==> config.mk <==
export PLATFORM = sky130hd
export DESIGN_NAME = data_mem_wait
export DESIGN_NICKNAME = d
export VERILOG_FILES = /design/src/rtl/data_mem_pkg.sv /design/src/rtl/data_mem_wait_array.sv /design/src/rtl/data_mem_wait.sv
export SDC_FILE = /design/constraint.sdc
export NUM_CORES = 1
export LEC_CHECK = 0
export ABC_AREA = 0
export BUFFER_PORTS_ARGS = -buffer_cell sky130_fd_sc_hd__buf_4
export CORE_MARGIN = 3
export CORE_UTILIZATION = 25
export DETAILED_ROUTE_END_ITERATION = 12
export GPL_ROUTABILITY_DRIVEN = 0
export HOLD_SLACK_MARGIN = 0.15
export PLACE_DENSITY = 0.37
export SYNTH_ARGS = -nofsm -noshare
export SYNTH_HDL_FRONTEND = slang
export SYNTH_HIERARCHICAL = 1
export SYNTH_SLANG_ARGS = --single-unit
==> constraint.sdc <==
create_clock -name clk -period 12.64 [get_ports clk]
set_input_delay 0.632 -clock clk [delete_from_list [all_inputs] [get_ports clk]]
set_output_delay 0.632 -clock clk [all_outputs]
set_load 0.05 [all_outputs]
==> src/rtl/data_mem_pkg.sv <==
// data_mem_pkg: shared types and constants for the data_mem_wait block.
//   state_t  - controller states (IDLE, WAIT, RESP)
//   SZ_BYTE  - req_size encoding for byte accesses
//   SZ_HALF  - req_size encoding for halfword accesses
//   CNT_W    - width of the wait-state down-counter (WAIT_CYCLES 0..15)
package data_mem_pkg;

    typedef enum logic [1:0] {
        IDLE = 2'd0,
        WAIT = 2'd1,
        RESP = 2'd2
    } state_t;

    localparam logic SZ_BYTE = 1'b0;
    localparam logic SZ_HALF = 1'b1;

    localparam int CNT_W = 4;

endpackage

==> src/rtl/data_mem_wait_array.sv <==
// dm_byte_array: DEPTH_BYTES x 8 storage, no reset.
// Two byte write ports (A and B, each behind its own enable) and two
// combinational byte read ports at the same indices. Contents start at zero
// at time 0 and are never cleared afterwards.
//   clk      in   clock
//   we_a     in   write enable, port A
//   addr_a   in   byte index, port A
//   wdata_a  in   write byte, port A
//   rdata_a  out  read byte at addr_a
//   we_b/addr_b/wdata_b/rdata_b  same for port B
module dm_byte_array #(
    parameter int DEPTH_BYTES = 64,
    parameter int IDX_W       = 6
) (
    input  logic             clk,
    input  logic             we_a,
    input  logic [IDX_W-1:0] addr_a,
    input  logic [7:0]       wdata_a,
    output logic [7:0]       rdata_a,
    input  logic             we_b,
    input  logic [IDX_W-1:0] addr_b,
    input  logic [7:0]       wdata_b,
    output logic [7:0]       rdata_b
);

    logic [7:0] mem [DEPTH_BYTES] = '{default: 8'h00};

    // The caller never drives A and B to the same index while both enables are set.
    always_ff @(posedge clk) begin
        if (we_a) mem[addr_a] <= wdata_a;
        if (we_b) mem[addr_b] <= wdata_b;
    end

    assign rdata_a = mem[addr_a];
    assign rdata_b = mem[addr_b];

endmodule

==> src/rtl/data_mem_wait.sv <==
// data_mem_wait: byte-addressable data memory with a valid/ready request
// handshake and WAIT_CYCLES wait states between acceptance and commit.
// Big-endian halfwords; byte loads sign- or zero-extend. Misaligned or
// out-of-range accesses commit nothing and respond with rsp_err=1.
//   clk        in   clock
//   rst_n      in   asynchronous active-low reset
//   req_valid  in   request present
//   req_ready  out  request can be accepted (IDLE only)
//   req_we     in   1 = write, 0 = read
//   req_size   in   0 = byte, 1 = halfword
//   req_signed in   byte reads: 1 = sign-extend
//   req_addr   in   byte address
//   req_wdata  in   write data (bytes use [7:0])
//   rsp_valid  out  one-cycle response pulse
//   rsp_rdata  out  read data, 0 for writes and errors
//   rsp_err    out  access was misaligned or out of range
//
// state | meaning
// IDLE  | ready; accept request, load wait counter
// WAIT  | counting down wait states, commit when counter is 1
// RESP  | rsp_valid pulse, back to IDLE
module data_mem_wait
    import data_mem_pkg::*;
#(
    parameter int DATA_W      = 16,
    parameter int ADDR_W      = 16,
    parameter int DEPTH_BYTES = 64,
    parameter int WAIT_CYCLES = 1
) (
    input  logic              clk,
    input  logic              rst_n,
    input  logic              req_valid,
    output logic              req_ready,
    input  logic              req_we,
    input  logic              req_size,
    input  logic              req_signed,
    input  logic [ADDR_W-1:0] req_addr,
    input  logic [DATA_W-1:0] req_wdata,
    output logic              rsp_valid,
    output logic [DATA_W-1:0] rsp_rdata,
    output logic              rsp_err
);

    localparam int IDX_W = (DEPTH_BYTES > 1) ? $clog2(DEPTH_BYTES) : 1;
    localparam int AEW   = ADDR_W + 1;
    localparam logic [ADDR_W:0]  DEPTH_LIM = AEW'(DEPTH_BYTES);
    localparam logic [CNT_W-1:0] WAIT_INIT = CNT_W'(WAIT_CYCLES);

    state_t            state_q, state_d;
    logic [CNT_W-1:0]  cnt_q;
    logic              cap_we, cap_size, cap_signed;
    logic [ADDR_W-1:0] cap_addr;
    logic [DATA_W-1:0] cap_wdata;
    logic [DATA_W-1:0] rdata_q;
    logic              err_q;

    logic              accept, commit;
    logic              acc_we, acc_size, acc_signed, acc_err;
    logic [ADDR_W-1:0] acc_addr;
    logic [DATA_W-1:0] acc_wdata;
    logic [ADDR_W:0]   acc_last;
    logic [IDX_W-1:0]  idx_a, idx_b;
    logic [7:0]        rbyte_a, rbyte_b;
    logic              we_a, we_b;
    logic [DATA_W-1:0] rd_val;

    assign accept = (state_q == IDLE) && req_valid;
    assign commit = (accept && (WAIT_CYCLES == 0)) ||
                    ((state_q == WAIT) && (cnt_q == CNT_W'(1)));

    // With zero wait states the commit happens on the acceptance edge, before
    // the capture registers hold the request, so use the live inputs then.
    assign acc_we     = (state_q == IDLE) ? req_we     : cap_we;
    assign acc_size   = (state_q == IDLE) ? req_size   : cap_size;
    assign acc_signed = (state_q == IDLE) ? req_signed : cap_signed;
    assign acc_addr   = (state_q == IDLE) ? req_addr   : cap_addr;
    assign acc_wdata  = (state_q == IDLE) ? req_wdata  : cap_wdata;

    // Last byte touched, one bit wider so A+1 cannot wrap past the top address.
    assign acc_last = {1'b0, acc_addr} + {{ADDR_W{1'b0}}, (acc_size == SZ_HALF)};
    assign acc_err  = ((acc_size == SZ_HALF) && acc_addr[0]) || (acc_last >= DEPTH_LIM);

    // Indices are forced to 0 on error so the array is never addressed out of bounds.
    assign idx_a = acc_err ? '0 : acc_addr[IDX_W-1:0];
    assign idx_b = (acc_err || (acc_size == SZ_BYTE)) ? '0 : idx_a + IDX_W'(1);

    assign we_a = commit && acc_we && !acc_err;
    assign we_b = we_a && (acc_size == SZ_HALF);

    assign rd_val = (acc_size == SZ_HALF) ? {rbyte_a, rbyte_b}
                                          : {{8{acc_signed & rbyte_a[7]}}, rbyte_a};

    dm_byte_array #(
        .DEPTH_BYTES (DEPTH_BYTES),
        .IDX_W       (IDX_W)
    ) u_array (
        .clk     (clk),
        .we_a    (we_a),
        .addr_a  (idx_a),
        .wdata_a ((acc_size == SZ_HALF) ? acc_wdata[DATA_W-1:8] : acc_wdata[7:0]),
        .rdata_a (rbyte_a),
        .we_b    (we_b),
        .addr_b  (idx_b),
        .wdata_b (acc_wdata[7:0]),
        .rdata_b (rbyte_b)
    );

    always_ff @(posedge clk or negedge rst_n) begin
        if (!rst_n) begin
            state_q    <= IDLE;
            cnt_q      <= '0;
            cap_we     <= 1'b0;
            cap_size   <= 1'b0;
            cap_signed <= 1'b0;
            cap_addr   <= '0;
            cap_wdata  <= '0;
            rdata_q    <= '0;
            err_q      <= 1'b0;
        end else begin
            state_q <= state_d;
            if (accept) begin
                cap_we     <= req_we;
                cap_size   <= req_size;
                cap_signed <= req_signed;
                cap_addr   <= req_addr;
                cap_wdata  <= req_wdata;
                cnt_q      <= WAIT_INIT;
            end else if (state_q == WAIT) begin
                cnt_q <= cnt_q - CNT_W'(1);
            end
            if (commit) begin
                rdata_q <= (acc_err || acc_we) ? '0 : rd_val;
                err_q   <= acc_err;
            end
        end
    end

    always_comb begin
        state_d   = state_q;
        req_ready = 1'b0;
        rsp_valid = 1'b0;
        case (state_q)
            IDLE: begin
                req_ready = 1'b1;
                if (req_valid) state_d = (WAIT_CYCLES == 0) ? RESP : WAIT;
            end
            WAIT: begin
                if (cnt_q == CNT_W'(1)) state_d = RESP;
            end
            RESP: begin
                rsp_valid = 1'b1;
                state_d   = IDLE;
            end
            default: state_d = IDLE;
        endcase
    end

    assign rsp_rdata = rdata_q;
    assign rsp_err   = err_q;

endmodule
# == Word-level counts from Yosys, hierarchy flattened ==
# Memories as Yosys holds them, arrays and structs flattened.
# Index checks and enable logic that the tools add are counted.
# Widths: inputs -> output; s select.
# word_totals
regBits,58
mem_bits_rw,512
in_bits,38
out_inout_bits,19
elab_cells,55
n_memories,1
# classes
n_addsub,3
n_lt_le_gt_ge,1
n_eq_ne,5
n_mux,21
n_bitwise,2
n_reduce_logical,13
# memory_table
name,words,width,read_ports,rd_clocked_by_memory_dff,wr,line_no,text
u_array.mem,64,8,2,0,2,data_mem_wait_array.sv:26,logic [7:0] mem [DEPTH_BYTES] = '{default: 8'h00};
# ops
cell,count
$mux 16,4
$add 16x1->17,1
$ge 17x7->1 const B,1
$mux 6,2
$mux 1,9
$mux 4,2
$mux 8,1
$add 6x1->6 const B,1
$logic_and 1x1->1,6
$eq 4x1->1 const B,1
$mux 2,2
$pmux 2 s2,1
$sub 4x1->4 const B,1
$logic_or 1x1->1,3
$eq 2x1->1 const B,1
$eq 2x2->1 const B,1
$logic_not 2->1,1
$ne 2x1->1 const B,1
$ne 2x2->1 const B,1
$reduce_and 2->1,1
$reduce_bool 2->1,1
$and 1x1->1,1
$logic_not 1->1,1
$not 1->1,1

# == Longest topological paths before layout ==
# Gate-level depths: netlist of the first run.
# An unclocked memory read counts as a cell.
# depth
word_depth,11
mapped_depth,31
depth_no_buf,23

# == Modules after synthesis ==
# The synthesis of the first run kept the hierarchy.
# by_module_without_submodules
module,instances,cells_each,area_per_inst_um2,seq_area_each_um2
dm_byte_array,1,2417,30790.8,15374.7
data_mem_wait,1,427,3568.4,1451.4

# == Least setup slack after synthesis of the first run ==
# Ideal clock, no wire load.
# synth_timing
path_type,flip-flop to flip-flop
start,register state_q[1]
end,"memory u_array.mem[20][0], enable pin"
setup_time_ns,0.384
arrival_time_ns,5.714
required_time_ns,12.256
path_slack_ns,6.542
path_stages_with_launch,26
n_path_buf,7
synth_period_minus_slack_ns,6.098
cell_sequence,dfrtp_1 > buf_6 > or2_1 > buf_6 > buf_6 > mux2i_2 > inv_2 > clkbuf_1 > ha_1 > ha_1 > nand3_1 > o22ai_1 > a41oi_1 > nor4_2 > nand4_2 > buf_2 > a21oi_1 > ha_1 > a21boi_0 > xor2_1 > nor3_1 > buf_2 > nor3b_1 > clkbuf_1 > nand2_1 > o21ai_0
# synth_lines
element,line_no,text
start: declaration,data_mem_wait.sv:49,"state_t state_q, state_d;"
start signal: assignment,data_mem_wait.sv:120,state_q <= state_d;
end: declaration,data_mem_wait_array.sv:26,

# == Final worst setup path of the first run ==
# layout_timing
start,register state_q[1]
end,"register rdata_q[5], in the netlist rsp_rdata[5]"
# layout_between
elab_chain_len,11
word_cells_on_any_way,19
classes_between,add/sub (2); order compare (1); eq/ne (1); mux (7); bitwise (1); reduce/logical (6); memory (1)
# layout_rtl
element,line_no,text
$logic_not 2->1 *,"data_mem_wait.sv:74, data_mem_wait.sv:76",
$mux 16 or $mux 1 (tied branches),"data_mem_wait.sv:76, data_mem_wait.sv:74",
$add 16x1->17,data_mem_wait.sv:80,"assign acc_last = {1'b0, acc_addr} + {{ADDR_W{1'b0}}, (acc_size == SZ_HALF)};"
$ge 17x7->1,data_mem_wait.sv:81,assign acc_err = ((acc_size == SZ_HALF) && acc_addr[0]) || (acc_last >= DEPTH_LIM);
$logic_or 1x1->1,data_mem_wait.sv:81,
$mux 6 *,data_mem_wait.sv:84,assign idx_a = acc_err ? '0 : acc_addr[IDX_W-1:0];
via idx_a[1],data_mem_wait.sv:62,"logic [IDX_W-1:0] idx_a, idx_b;"
$add 6x1->6 *,data_mem_wait.sv:85,assign idx_b = (acc_err || (acc_size == SZ_BYTE)) ? '0 : idx_a + IDX_W'(1);
$mux 6 *,data_mem_wait.sv:85,
via idx_b[1],data_mem_wait.sv:62,
$mem_v2 64x8 *,-,
via rbyte_b[5],data_mem_wait.sv:63,"logic [7:0] rbyte_a, rbyte_b;"
$mux 16 *,data_mem_wait.sv:90,"assign rd_val = (acc_size == SZ_HALF) ? {rbyte_a, rbyte_b}"
$mux 16 *,data_mem_wait.sv:132,rdata_q <= (acc_err || acc_we) ? '0 : rd_val;
end signal: assignment,data_mem_wait.sv:132,
end: declaration,data_mem_wait.sv:54,logic [DATA_W-1:0] rdata_q;
# The timed path passes the listed nets; every way through them passes the cells marked *.
# A chain may end at the register's enable or synchronous reset.

==> flow_metrics.env, run 1 <==
export IMPL_postSynthCellCount=2844
export IMPL_nets=2808
export IMPL_cts_resized=0
export IMPL_synth_avg_cell_area_sq_um=12.1
export IMPL_netlist_area_sq_um=34400
export IMPL_htree_levels=3
export IMPL_synth_edf_count=512
export IMPL_drive_gt1_frac=0.348
export IMPL_via_per_inst=6.21
export IMPL_first_global_vias=27500
export IMPL_first_iter_violations=4663
export IMPL_fin_worst_skew_ps=26.1
export IMPL_hold_viol_final=0
export IMPL_yosys_warnings=6
export IMPL_num_io_pins=57
export IMPL_grt_setup_unrepaired="false"
export IMPL_placed_cells=4461
export IMPL_ys_seq_area_frac=0.490
export IMPL_stdcell_count=4608
export IMPL_syn_num_nets=2887
export IMPL_root_buffer="clkbuf_16"
export IMPL_final_antenna_net_count=0
export IMPL_crit_type="reg -> reg"
export IMPL_wl_per_cell_um=38.6
export IMPL_start_kind="register"
export IMPL_arrival_ps=9710
export IMPL_final_cell_mix="mux2_2 (563), edfxtp_1 (512), a221oi_1 (268), nand2_1 (259), buf_4 (163)"
export IMPL_post_cts_setup_buffers=0
export IMPL_finalSetupViolations=0
export IMPL_coreArea_sq_um=136000
export IMPL_firstDrtPassIters=6
export IMPL_crit_path_max_incr_delay_ps=610
export IMPL_post_route_period_util=0.728
export IMPL_dp_slack_ps=3560
export IMPL_cts_buffers_inserted=74
export IMPL_worstHoldPathType="in -> reg"
export IMPL_slew_headroom=0.00719
export IMPL_fillCellCount=13800
export IMPL_async_reset_ff_frac=0.102
export IMPL_fin_setup_tns_ps=0
export IMPL_clk_pin_slew_ps=60
export IMPL_fp_dieArea_sq_um=142000
export IMPL_crit_required_ps=13140
export IMPL_cts_sinks=570
export IMPL_grt_usage=0.243
export IMPL_hpwl_mm=114
export IMPL_synth_seq_cells=570
export IMPL_die_w_um=377
export IMPL_cts_path_max_buffers=3
export IMPL_maxCapViolations=1
export IMPL_areaGrowthSynthToFinish_pct=14.3
export IMPL_synth_cell_types=87
export IMPL_violations="capacitance limit"
export IMPL_overflow=0
export IMPL_grt_max_degree=132
export IMPL_end_kind="register"
export IMPL_hold_worst_slack_ps=197
export IMPL_cts_tree="yes"
export IMPL_tightest_slew_ps=1490
export IMPL_vias=28600
export IMPL_register_area_sq_um=16800
export IMPL_fmax_ghz=0.109
export IMPL_fp_dieH_um=377
export IMPL_powerDensity_nw_per_um2=219
export IMPL_slew_violations=0
export IMPL_cp_max_fo=131
export IMPL_path_common_cell="buf_4"
export IMPL_multiInputGateArea_sq_um=16300
export IMPL_crit_slowest_cell="buf_4"
export IMPL_antenna_found_initial=13
export IMPL_outcome="finished, violations left"
export IMPL_rows=135
export IMPL_leakage_uw=0.0128
export IMPL_initial_core_util=0.253
export IMPL_final_common_cell="mux2_2"
export IMPL_clock_latency_ps=660
export IMPL_finalPower_uw=8600
export IMPL_io_buffers=56
export IMPL_finalWirelength_mm=178
export IMPL_synth_ff_type="edfxtp_1"
export IMPL_final_setup_worst_slack_ps=3430
export IMPL_peakVddDrop_uv=218
export IMPL_final_min_clock_period_ps=9210
export IMPL_drc=0
export IMPL_grt_pass1_wl_mm=242
-- cells by family (layout without fill, tap and decap cells) --
family          Yosys count  count (layout)  share of synthesized area
flops                   570             570                      0.490
compound gates          716             716                      0.160
fa+ha+maj                 5               5                    0.00182
buf+inv                 341             322                     0.0429
other cells               0               2                          0
xor+xnor                  7               7                    0.00178
mux                     667             667                      0.223
simple gates            538             538                     0.0808
-- Yosys cell counts, drive strengths merged, types with 11 or more instances --
cell type | instances | area (sq um)
nand2 | 267 | 1000
o31ai | 20 | 200
a221o | 15 | 150
nand4 | 16 | 106
mux2 | 570 | 6420
o22ai | 113 | 707
clkbuf | 198 | 744
nor3b | 11 | 82.6
mux2i | 76 | 764
nor2 | 61 | 297
a211oi | 13 | 97.6
mux4 | 21 | 473
nand3b | 23 | 173
a22oi | 64 | 480
a222oi | 14 | 140
a22o | 19 | 166
o21ai | 67 | 335
nor2b | 13 | 81.3
o211ai | 14 | 105
nor3 | 16 | 85.1
dfrtp | 58 | 1450
buf | 131 | 686
a221oi | 271 | 2390
nand3 | 35 | 185
edfxtp | 512 | 15400
or3b | 22 | 193
a21oi | 54 | 270
-- timing repair --
item,in CTS,in global routing
hold endpoints to repair,65,0
setup endpoints to repair,0,0
hold buffers,8,0
-- registers in the layout, indices dropped and copies added, names as in the netlist --
| register | cells |
|---|---|
| cap_addr | 16 |
| cap_signed | 1 |
| cap_size | 1 |
| cap_wdata | 16 |
| cap_we | 1 |
| cnt_q | 4 |
| rsp_err | 1 |
| rsp_rdata | 16 |
| state_q | 2 |
| u_array/mem | 512 |
-- final cells by class --
class / instances / area share
Clock inverter: 43 / 0.0108
Sequential cell: 570 / 0.428
Multi-Input combinational cell: 1933 / 0.416
Clock buffer: 93 / 0.0525
Tap cell: 1781 / 0.0567
Inverter: 12 / 0.00115
Timing Repair Buffer: 174 / 0.0344
Antenna cell: 2 / 0.000127
-- stage by stage --
step            util  cell area [sq um]
3_5_place_dp   0.270              36700
5_1_grt        0.289              39300
6_report       0.289              39300
2_1_floorplan      -              34400
3_3_place_gp   0.270              36700
4_1_cts        0.289              39300
-- worst max-delay path: cells and delay by family, from the launching register on --
kind	cells	cell delay, ps
buf+inv	8	3370
fa+ha+maj	3	760
flops	1	600
compound gates	7	2110
simple gates	7	1570
mux	2	480
-- where the power goes --
group | switching, uW | internal [uW] | leakage (uW)
Clock | 880 | 1320 | 0.00123
Combinational | 2330 | 1400 | 0.00617
Sequential | 71.2 | 2600 | 0.00538
-- worst paths after layout --
path | startpoint | cells past startpoint | endpoint | slack (ps)
min | req_wdata[4] | 3 | cap_wdata[4] | 200
min in group asynchronous | rst_n | 2 | cnt_q[1] | 640
min reg2reg | cap_wdata[4] | 2 | cap_wdata[4] | 470
max in group asynchronous | rst_n | 2 | rsp_rdata[11] | 11460
max reg2reg | state_q[1] | 27 | rsp_rdata[5] | 3430
max | state_q[1] | 27 | rsp_rdata[5] | 3430
-- routing by layer --
layer / track usage / share of wire / wire length [um] / vias to the layer above
li1: - / - / - / 11300
met1: 0.327 / 0.41 / 73300 / 14800
met5: 0 / 0.00030 / 54 / -
met2: 0.370 / 0.44 / 78000 / 2002
met3: 0.0528 / 0.096 / 17100 / 447
met4: 0.115 / 0.052 / 9290 / 8
No activity file was read; power rests on OpenSTA's default activity.
==> run 2: changes to the inputs <==
--- a/config.mk
+++ b/config.mk
@@ -12,7 +12,7 @@
 export DETAILED_ROUTE_END_ITERATION = 12
 export GPL_ROUTABILITY_DRIVEN = 0
 export HOLD_SLACK_MARGIN = 0.15
-export PLACE_DENSITY = 0.37
+export PLACE_DENSITY = 0.38
 export SYNTH_ARGS = -nofsm -noshare
 export SYNTH_HDL_FRONTEND = slang
 export SYNTH_HIERARCHICAL = 1
==> constraint.sdc (replaced) <==
create_clock -name clk -period 8.04 [get_ports clk]
set_input_delay 0.402 -clock clk [delete_from_list [all_inputs] [get_ports clk]]
set_output_delay 0.402 -clock clk [all_outputs]
set_load 0.05 [all_outputs]
==> run 2 against run 1 <==
The flow now finishes without violations. Cell count grew 0.67%. Sequential cell count stayed put. Non-clock buffer count is 41 higher. Wire length is 3.7% lower. Power increased by 54%. Final area rose by 0.86%. Clock power rose by 53%. Worst hold slack better by 210 ps. Setup slack lost 3200 ps.
==> flow_metrics.env, run 2 (synthesis gave the netlist of run 1 again) <==
export IMPL_top_register="u_array/mem"
export IMPL_maxCapViolations=0
export IMPL_finalWirelength_mm=171
export IMPL_leakage_uw=0.0129
export IMPL_path_delay_family="simple AND/OR/NAND/NOR gates"
export IMPL_initial_core_util=0.253
export IMPL_final_cell_mix="mux2_2 (563), edfxtp_1 (512), a221oi_1 (268), nand2_1 (259), buf_4 (171)"
export IMPL_grt_usage=0.233
export IMPL_cts_tree="yes"
export IMPL_hold_worst_slack_ps=405
export IMPL_placed_cells=4475
export IMPL_coreArea_sq_um=136000
export IMPL_final_min_clock_period_ps=7770
export IMPL_slew_violations=0
export IMPL_fmax_ghz=0.129
export IMPL_via_per_inst=6.14
export IMPL_final_common_cell="mux2_2"
export IMPL_firstDrtPassIters=8
export IMPL_antenna_found_initial=8
export IMPL_first_global_vias=27700
export IMPL_powerDensity_nw_per_um2=335
export IMPL_crit_required_ps=8570
export IMPL_crit_path_max_incr_delay_ps=960
export IMPL_fin_setup_tns_ps=0
export IMPL_grt_max_degree=131
export IMPL_first_iter_violations=4118
export IMPL_hold_viol_final=0
export IMPL_fin_worst_skew_ps=26.8
export IMPL_drc=0
export IMPL_end_kind="register"
export IMPL_finish_utilization=0.291
export IMPL_cp_max_fo=30
export IMPL_cts_path_max_buffers=3
export IMPL_cts_buffers_inserted=72
export IMPL_num_io_pins=57
export IMPL_fp_dieArea_sq_um=142000
export IMPL_io_buffers=56
export IMPL_htree_levels=3
export IMPL_rows=135
export IMPL_outcome="completed"
export IMPL_critPathBufInv=6
export IMPL_seqPwrFrac=0.315
export IMPL_drive_gt1_frac=0.345
export IMPL_worstHoldPathType="in -> async"
export IMPL_arrival_ps=8300
export IMPL_crit_type="reg -> reg"
export IMPL_areaGrowthSynthToFinish_pct=15.3
export IMPL_clk_pin_slew_ps=60
export IMPL_nets=2847
export IMPL_clkPwrFrac=0.254
export IMPL_die_w_um=377
export IMPL_path_common_cell="buf_4"
export IMPL_fp_dieH_um=377
export IMPL_tightest_slew_ps=1420
export IMPL_overflow=0
export IMPL_clock_latency_ps=650
export IMPL_final_antenna_net_count=0
export IMPL_p_int_uw=8340
export IMPL_vias=28500
export IMPL_finalSetupViolations=0
export IMPL_grt_pass1_wl_mm=234
export IMPL_start_kind="register"
export IMPL_post_route_period_util=0.966
export IMPL_stdcell_count=4639
export IMPL_swShare=0.371
export IMPL_root_buffer="clkbuf_16"
export IMPL_p_sw_uw=4930
export IMPL_combPwrFrac=0.432
export IMPL_crit_slowest_cell="and2_1"
export IMPL_post_cts_setup_buffers=0
export IMPL_fillCellCount=13800
export IMPL_cts_sinks=570
export IMPL_slew_headroom=0.0420
export IMPL_peakVddDrop_uv=305
export IMPL_grt_setup_unrepaired="false"
export IMPL_wl_per_cell_um=36.9
export IMPL_hpwl_mm=111
export IMPL_largest_reg_flops=512
==> run 2: metal layers <==
layer	part of all wire	GRT usage	routed length (um)
met1	0.40	0.301	68900
met2	0.45	0.367	77200
met3	0.087	0.0487	14800
met4	0.060	0.123	10200
met5	0.00022	0.000343	38
==> run 2: layout make-up <==
type,count,area [sq um],area share
tap,1781,2230,0.0563
clock buffer,93,2000,0.0504
multi-input combinational,1933,16300,0.412
inverter,12,45.0,0.00114
antenna,5,12.5,0.000316
timing repair buffer,215,1800,0.0455
sequential,570,16800,0.425
clock inverter,30,377,0.00951
==> run 2: path summary, 6_finish.rpt <==
kind | start | end | slack, ps | depth (start not counted)
worst max-delay path | state_q[1] | rsp_rdata[1] | 270 | 26
worst min-delay path | rst_n | cnt_q[0] | 410 | 2
worst max register to register | state_q[1] | rsp_rdata[1] | 270 | 26
worst min register to register | cap_wdata[1] | cap_wdata[1] | 470 | 2
max in group asynchronous | rst_n | rsp_rdata[1] | 7090 | 2
min in group clk | req_valid | cap_addr[6] | 450 | 5
==> run 2: timing repair <==
| action | 4_1_cts | 5_1_grt |
|---|---|---|
| setup endpoints to repair | 0 | 1 |
| endpoints found under the hold margin | 93 | 0 |
| resized for setup | 0 | 1 |
| hold buffers | 36 | 0 |
==> run 2: metrics by stage <==
step | worst slack (ps) | total power (uW) | instance area [sq um]
after floorplan | 1940 | 7800 | 34400
after global placement | 410 | 9820 | 36800
after detailed placement | 497 | 9880 | 36900
after CTS | 437 | 13300 | 39600
after global routing | 13.6 | 13800 | 39600
final | 272 | 13300 | 39600
==> run 2: power by group through the flow <==
| stage | Combinational, uW | Sequential (uW) | Clock, uW |
|---|---|---|---|
| 6_report | 5730 | 4170 | 3370 |
| 5_1_grt | 6040 | 4180 | 3560 |
| 4_1_cts | 5690 | 4170 | 3440 |
| 3_5_place_dp | 5650 | 4230 | 0 |
| 3_3_place_gp | 5590 | 4230 | 0 |
| 2_1_floorplan | 3570 | 4230 | 0 |
